**src/rtl/rf_line_mover_pkg.sv**
```systemverilog
// Shared NPU types: default register-file geometry and the line-mover state
// encoding, also consumed by the control unit.
package rf_line_mover_pkg;
  localparam int RF_ADDR_W_DEF = 10;
  localparam int LINE_W_DEF    = 128;

  typedef enum logic [1:0] {
    ST_IDLE,
    ST_READ,
    ST_DRAIN,
    ST_DONE
  } mover_state_e;
endpackage

```
**src/rtl/rf_line_mover_if.sv**
```systemverilog
// Register-file port bundle: read request/data and write strobe/address/data.
interface rf_line_mover_if
  import rf_line_mover_pkg::*;
#(
  parameter int RF_ADDR_W = RF_ADDR_W_DEF,
  parameter int LINE_W    = LINE_W_DEF
);
  logic                 rf_rd_en;
  logic [RF_ADDR_W-1:0] rf_rd_addr;
  logic [LINE_W-1:0]    rf_rd_data;
  logic                 rf_wr_en;
  logic [RF_ADDR_W-1:0] rf_wr_addr;
  logic [LINE_W-1:0]    rf_wr_data;

  modport master (
    output rf_rd_en, rf_rd_addr, rf_wr_en, rf_wr_addr, rf_wr_data,
    input  rf_rd_data
  );
  modport slave (
    input  rf_rd_en, rf_rd_addr, rf_wr_en, rf_wr_addr, rf_wr_data,
    output rf_rd_data
  );
endinterface

```
**src/rtl/rf_line_mover_valid_pipe.sv**
```systemverilog
// Fixed-depth valid/payload delay line. inflight flags entries that will
// still be in the pipe after this cycle (all stages but the output one).
module valid_pipe #(
  parameter int DEPTH = 1,
  parameter int W     = 8
) (
  input  logic         clk,
  input  logic         rst_n,
  input  logic         in_vld,
  input  logic [W-1:0] in_data,
  output logic         out_vld,
  output logic [W-1:0] out_data,
  output logic         inflight
);
  logic [DEPTH-1:0]        vld_q, vld_d;
  logic [DEPTH-1:0][W-1:0] data_q, data_d;

  always_comb begin
    vld_d     = vld_q;
    data_d    = data_q;
    vld_d[0]  = in_vld;
    data_d[0] = in_data;
    for (int i = 1; i < DEPTH; i++) begin
      vld_d[i]  = vld_q[i-1];
      data_d[i] = data_q[i-1];
    end
    inflight = 1'b0;
    for (int i = 0; i < DEPTH - 1; i++) inflight |= vld_q[i];
  end

  always_ff @(posedge clk or negedge rst_n) begin
    if (!rst_n) begin
      vld_q  <= '0;
      data_q <= '0;
    end else begin
      vld_q  <= vld_d;
      data_q <= data_d;
    end
  end

  assign out_vld  = vld_q[DEPTH-1];
  assign out_data = data_q[DEPTH-1];
endmodule

```
**src/rtl/rf_line_mover.sv**
```systemverilog
// Copies move_line_num register-file lines from src to dst at one line per
// cycle; each read becomes a write RD_LAT cycles later via the delay line.
module rf_line_mover
  import rf_line_mover_pkg::*;
#(
  parameter int RF_ADDR_W = RF_ADDR_W_DEF,
  parameter int LINE_W    = LINE_W_DEF,
  parameter int RD_LAT    = 1
) (
  input  logic                 clk,
  input  logic                 rst_n,
  input  logic                 move_start,
  input  logic [RF_ADDR_W-1:0] move_src_addr,
  input  logic [RF_ADDR_W-1:0] move_dst_addr,
  input  logic [7:0]           move_line_num,
  output logic                 busy,
  output logic                 done,
  rf_line_mover_if.master      rf
);
  mover_state_e         state_q, state_d;
  logic [RF_ADDR_W-1:0] rd_addr_q, rd_addr_d, wr_addr_q, wr_addr_d;
  logic [7:0]           cnt_q, cnt_d;
  logic                 zero_q, zero_d, late_done_q, late_done_d;
  logic                 rd_en, inflight;

  always_comb begin
    state_d     = state_q;
    rd_addr_d   = rd_addr_q;
    wr_addr_d   = wr_addr_q;
    cnt_d       = cnt_q;
    zero_d      = zero_q;
    late_done_d = 1'b0;
    rd_en       = 1'b0;
    busy        = (state_q != ST_IDLE);
    done        = late_done_q;
    case (state_q)
      ST_IDLE: if (move_start) begin
        rd_addr_d = move_src_addr;
        wr_addr_d = move_dst_addr;
        cnt_d     = move_line_num;
        zero_d    = (move_line_num == 8'd0);
        state_d   = (move_line_num == 8'd0) ? ST_DONE : ST_READ;
      end
      ST_READ: begin
        rd_en     = 1'b1;
        rd_addr_d = rd_addr_q + RF_ADDR_W'(1);
        wr_addr_d = wr_addr_q + RF_ADDR_W'(1);
        cnt_d     = cnt_q - 8'd1;
        if (cnt_q == 8'd1) state_d = ST_DRAIN;
      end
      // Leave once only the output stage can still hold the final write.
      ST_DRAIN: if (!inflight) state_d = ST_DONE;
      ST_DONE: begin
        // An empty move reports completion one cycle late, after busy drops.
        done        = ~zero_q;
        late_done_d = zero_q;
        state_d     = ST_IDLE;
      end
      default: state_d = ST_IDLE;
    endcase
  end

  always_ff @(posedge clk or negedge rst_n) begin
    if (!rst_n) begin
      state_q     <= ST_IDLE;
      rd_addr_q   <= '0;
      wr_addr_q   <= '0;
      cnt_q       <= '0;
      zero_q      <= 1'b0;
      late_done_q <= 1'b0;
    end else begin
      state_q     <= state_d;
      rd_addr_q   <= rd_addr_d;
      wr_addr_q   <= wr_addr_d;
      cnt_q       <= cnt_d;
      zero_q      <= zero_d;
      late_done_q <= late_done_d;
    end
  end

  valid_pipe #(.DEPTH(RD_LAT), .W(RF_ADDR_W)) u_pipe (
    .clk      (clk),
    .rst_n    (rst_n),
    .in_vld   (rd_en),
    .in_data  (wr_addr_q),
    .out_vld  (rf.rf_wr_en),
    .out_data (rf.rf_wr_addr),
    .inflight (inflight)
  );

  assign rf.rf_rd_en   = rd_en;
  assign rf.rf_rd_addr = rd_addr_q;
  assign rf.rf_wr_data = rf.rf_rd_data;
endmodule
```
**src/flat_wrapper.sv**
```systemverilog
// flat-port wrapper written by rule: the top's interface ports become plain ports
module rf_line_mover_flat import rf_line_mover_pkg::*;
#(
  parameter int RF_ADDR_W = RF_ADDR_W_DEF,
  parameter int LINE_W    = LINE_W_DEF,
  parameter int RD_LAT    = 1
)
  (clk, rst_n, move_start, move_src_addr, move_dst_addr, move_line_num, busy, done, rf_rf_rd_en, rf_rf_rd_addr, rf_rf_wr_en, rf_rf_wr_addr, rf_rf_wr_data, rf_rf_rd_data);
  rf_line_mover_if #(.RF_ADDR_W(RF_ADDR_W), .LINE_W(LINE_W)) rf_i ();
  input  logic clk;
  input  logic rst_n;
  input  logic move_start;
  input  logic [RF_ADDR_W-1:0] move_src_addr;
  input  logic [RF_ADDR_W-1:0] move_dst_addr;
  input  logic [7:0] move_line_num;
  output logic busy;
  output logic done;
  output wire logic [$bits(rf_i.rf_rd_en)-1:0] rf_rf_rd_en;
  output wire logic [$bits(rf_i.rf_rd_addr)-1:0] rf_rf_rd_addr;
  output wire logic [$bits(rf_i.rf_wr_en)-1:0] rf_rf_wr_en;
  output wire logic [$bits(rf_i.rf_wr_addr)-1:0] rf_rf_wr_addr;
  output wire logic [$bits(rf_i.rf_wr_data)-1:0] rf_rf_wr_data;
  input wire logic [$bits(rf_i.rf_rd_data)-1:0] rf_rf_rd_data;
  assign rf_rf_rd_en = rf_i.rf_rd_en;
  assign rf_rf_rd_addr = rf_i.rf_rd_addr;
  assign rf_rf_wr_en = rf_i.rf_wr_en;
  assign rf_rf_wr_addr = rf_i.rf_wr_addr;
  assign rf_rf_wr_data = rf_i.rf_wr_data;
  assign rf_i.rf_rd_data = rf_rf_rd_data;
  rf_line_mover #(.RF_ADDR_W(RF_ADDR_W), .LINE_W(LINE_W), .RD_LAT(RD_LAT)) u_core (.clk(clk), .rst_n(rst_n), .move_start(move_start), .move_src_addr(move_src_addr), .move_dst_addr(move_dst_addr), .move_line_num(move_line_num), .busy(busy), .done(done), .rf(rf_i));
endmodule
```
**config.mk**
```make
export PLATFORM = sky130hd
export DESIGN_NAME = rf_line_mover_flat
export DESIGN_NICKNAME = d
export VERILOG_FILES = /design/src/rtl/rf_line_mover_pkg.sv /design/src/rtl/rf_line_mover_if.sv /design/src/rtl/rf_line_mover_valid_pipe.sv /design/src/rtl/rf_line_mover.sv /design/src/flat_wrapper.sv
export SDC_FILE = /design/constraint.sdc
export NUM_CORES = 1
export LEC_CHECK = 0
export ABC_AREA = 0
export CORE_AREA = 3 3 119 121
export CTS_BUF_LIST = sky130_fd_sc_hd__clkbuf_8
export CTS_CLUSTER_DIAMETER = 50
export CTS_CLUSTER_SIZE = 25
export DETAILED_ROUTE_END_ITERATION = 16
export DIE_AREA = 0 0 122 124
export PLACE_DENSITY = 0.67
export SYNTH_ARGS = -nofsm -noshare
export SYNTH_HDL_FRONTEND = slang
export SYNTH_HIERARCHICAL = 1
export SYNTH_SLANG_ARGS = --single-unit
```
**constraint.sdc**
```tcl
create_clock -name clk -period 2.6 [get_ports clk]
set_clock_uncertainty 0.2 [all_clocks]
set_input_delay 0.78 -clock clk [delete_from_list [all_inputs] [get_ports clk]]
set_output_delay 0.78 -clock clk [all_outputs]
set_load 0.05 [all_outputs]
```
==> flow_metrics.py <==
metrics = {
    "outcome": {
        "status": "completed",
    },
    "critical_path": {
        "critPathKind": "reg -> out",
        "crit_chain": "clkdlybuf4s50_1",
        "cp.arrival_ns": 1.56,
        "path_buf_inv": 1,
        "r2r_start": "u_core/state_q[1]",
        "rrSetupSlack_ns": 0.49,
        "worst_setup_path_start_kind": "register",
        "slowest_stage": "clkdlybuf4s50_1",
        "crit_path_end_kind": "output pin",
        "rr_endpoint": "u_core/rf.rf_rd_addr[3]",
        "crit_path_max_fanout": 5,
        "critPathTopFamily": "buffers and inverters",
        "worstPathRequired_ns": 1.62,
        "r2r_cells": 8,
        "critPathMaxStageDelay_ns": 0.83,
    },
    "synth": {
        "yosys_register_bits": 43,
        "synth_edf_count": 0,
        "ys_types": 33,
        "yosysSeqAreaShare_pct": 33.5,
        "synthTopCellsByArea": "dfrtp_1 (33%), buf_4 (30%), mux2i_1 (5.0%)",
        "synth_area_um2": 3210,
        "synth.most_common_cell": "buf_4",
        "synth_warnings": 6,
        "syn_inst": 360,
        "async_reset_ff_share_pct": 100,
        "synth_area_leader_cell": "dfrtp_1",
        "avgSynthCellArea_um2": 8.93,
        "synth_top_area_share_pct": 33.5,
        "ys.flop_type": "dfrtp_1",
        "syn-num-nets": 528,
        "synth_common_cells": "buf_4 (129), dfrtp_1 (43), a21oi_1 (25), nand2_1 (20), o22ai_1 (19)",
    },
    "power": {
        "leakage_nw": 1.30,
        "power_mw": 4.66,
        "ir_drop_mv": 0.298,
        "p_per_area_nw_per_um2": 1480,
    },
    "sta": {
        "worstMarginPinSlew_ns": 0.553,
        "hold_viol_final": 0,
        "rsz0062_at_grt": "false",
        "finalSetupViolCount": 0,
        "fin_crit_ns": 2.54,
        "tns_ns": 0,
        "whs_ns": 0.242,
        "finalCritPeriodShare_pct": 97.5,
        "slew_viol_final": 0,
        "relSlewSlack_pct": 63.1,
        "clock.fmax_mhz": 394,
    },
    "routing": {
        "first_pass_iters": 4,
        "dr_wl_met2_um": 3360,
        "maxUsedRoutingLayer": "met4",
        "routed_wl_um": 6980,
        "wl_met1_um": 2540,
        "num_vias": 2046,
        "routedWlPerCell_um": 15.0,
        "viasPerCell": 4.40,
        "met3_length_um": 822,
        "drtAntennaViolNets": 0,
        "drc_errors": 0,
        "drt-initial-drc-count": 162,
    },
    "die": {
        "rows": 42,
        "start_util_pct": 24.4,
        "dieArea_um2": 15100,
        "die_w_um": 122,
        "pin_count": 311,
        "die_h_um": 124,
        "core_area_um2": 13200,
    },
    "job": {
        "max_cap_viol_count": 0,
    },
    "clock_tree": {
        "cts_buffers": 5,
        "cts_tree": "built",
        "htree_levels": 2,
        "clock_sinks": 43,
        "root_buffer": "clkbuf_8",
        "clockBufferDepth": 2,
        "cts_setup_buffers": 0,
        "clk_latency_ns": 0.31,
        "clkTransAtPathRegs_ns": 0.08,
    },
    "layout": {
        "nets": 456,
        "drive_above_1_share_pct": 10.7,
        "num_antenna_cells": 0,
        "syn2layout_area_growth_pct": -1.67,
        "layoutNonFillerInstCount": 465,
        "final_area_um2": 3160,
    },
    "grt": {
        "grt_pass1_wl_um": 10700,
        "antenna_found_initial": 0,
        "grt_use_total_pct": 8.97,
        "grt_max_degree": 44,
        "grt_pass1_vias": 1969,
        "grt.overflow.total": 0,
    },
    "min_path": {
        "min_from": "u_core/wr_addr_q[9]",
        "hold_depth": 0,
        "hold_class": "reg -> reg",
        "min_to": "u_core/u_pipe/out_data[9]",
    },
    "place": {
        "dpl-instance-area_um2": 3040,
        "gp_congestion": 0.779,
        "dp_cells": 457,
        "hpwl_um": 5280,
        "portBuffers": 54,
    },
}
[report_power, final]
part,internal (mW),switching [mW]
Clock,0.316,0.252
Sequential,1.01,0.352
Combinational,1.08,1.66
[worst max path at each step]
stage	slack (ns)	to	startpoint	cells past startpoint
global placement	0.14	u_core/cnt_q[7]	move_start	6
detailed placement	0.13	u_core/state_q[1]	move_line_num[6]	5
floorplan	0.23	done	u_core/state_q[0]	2
finish	0.06	rf_rf_rd_addr[1]	u_core/rf.rf_rd_addr[1]	1
global route	0.0009	rf_rf_rd_addr[1]	u_core/rf.rf_rd_addr[1]	1
CTS	0.04	rf_rf_rd_addr[1]	u_core/rf.rf_rd_addr[1]	1
[placed cells by master, fill, tap and decap left out, types with 3 or more instances in the layout]
cell             count
a21oi_1             25
o21ai_0             12
dfrtp_1             43
mux2i_1             16
nand2b_1             4
a2bb2oi_1            4
inv_1               11
and4_1               3
o22ai_1             19
ha_1                 8
nand4_1              4
buf_12               4
clkdlybuf4s50_1     44
nor2_1              10
clkbuf_8             6
and3_1               4
nand2_1             20
buf_4               11
nand3_1             17
nor3_1               4
[metal layers]
layer  vias to the layer above  GRT usage, %
met5                         -             0
met4                         0          4.90
met3                        33          4.00
met2                       118          14.4
met1                       935          10.0
li1                        960             -
[sequential cells by signal (all words and copies together), names as in the netlist]
signal                  count
u_core/u_pipe/out_vld       1
u_core/u_pipe/out_data     10
u_core/state_q              2
u_core/cnt_q                8
u_core/rf.rf_rd_addr       10
u_core/zero_q               1
u_core/wr_addr_q           10
u_core/late_done_q          1
[per-stage QoR]
step / setup slack (ns) / util, %
finish: 0.0642 / 24.0
global placement: 0.141 / 23.0
CTS: 0.0354 / 23.9
global route: 0.000924 / 24.0
detailed placement: 0.133 / 23.0
floorplan: 0.232 / -
[cell families after synthesis]
family | synth area share, %
AO/OA/AOI/OAI | 12.3
adder cells (fa/ha/maj) | 3.50
buffers and inverters | 33.0
flip-flops | 33.5
multiplexers | 5.69
other | 0.117
AND/OR/NAND/NOR | 12.0
[what timing repair did]
action / CTS / global route
endpoints found under the setup margin: 0 / 1
gates resized for setup: 0 / 1
hold buffers: 0 / 0
[final cells by class]
class	count	area, um2
Fill cell	1382	10000
Clock buffer	6	82.6
Timing Repair Buffer	61	621
Sequential cell	43	1080
Inverter	11	41.3
Clock inverter	2	38.8
Multi-Input combinational cell	166	1080
Tap cell	176	220
No activity file was read; power rests on OpenSTA's default activity.
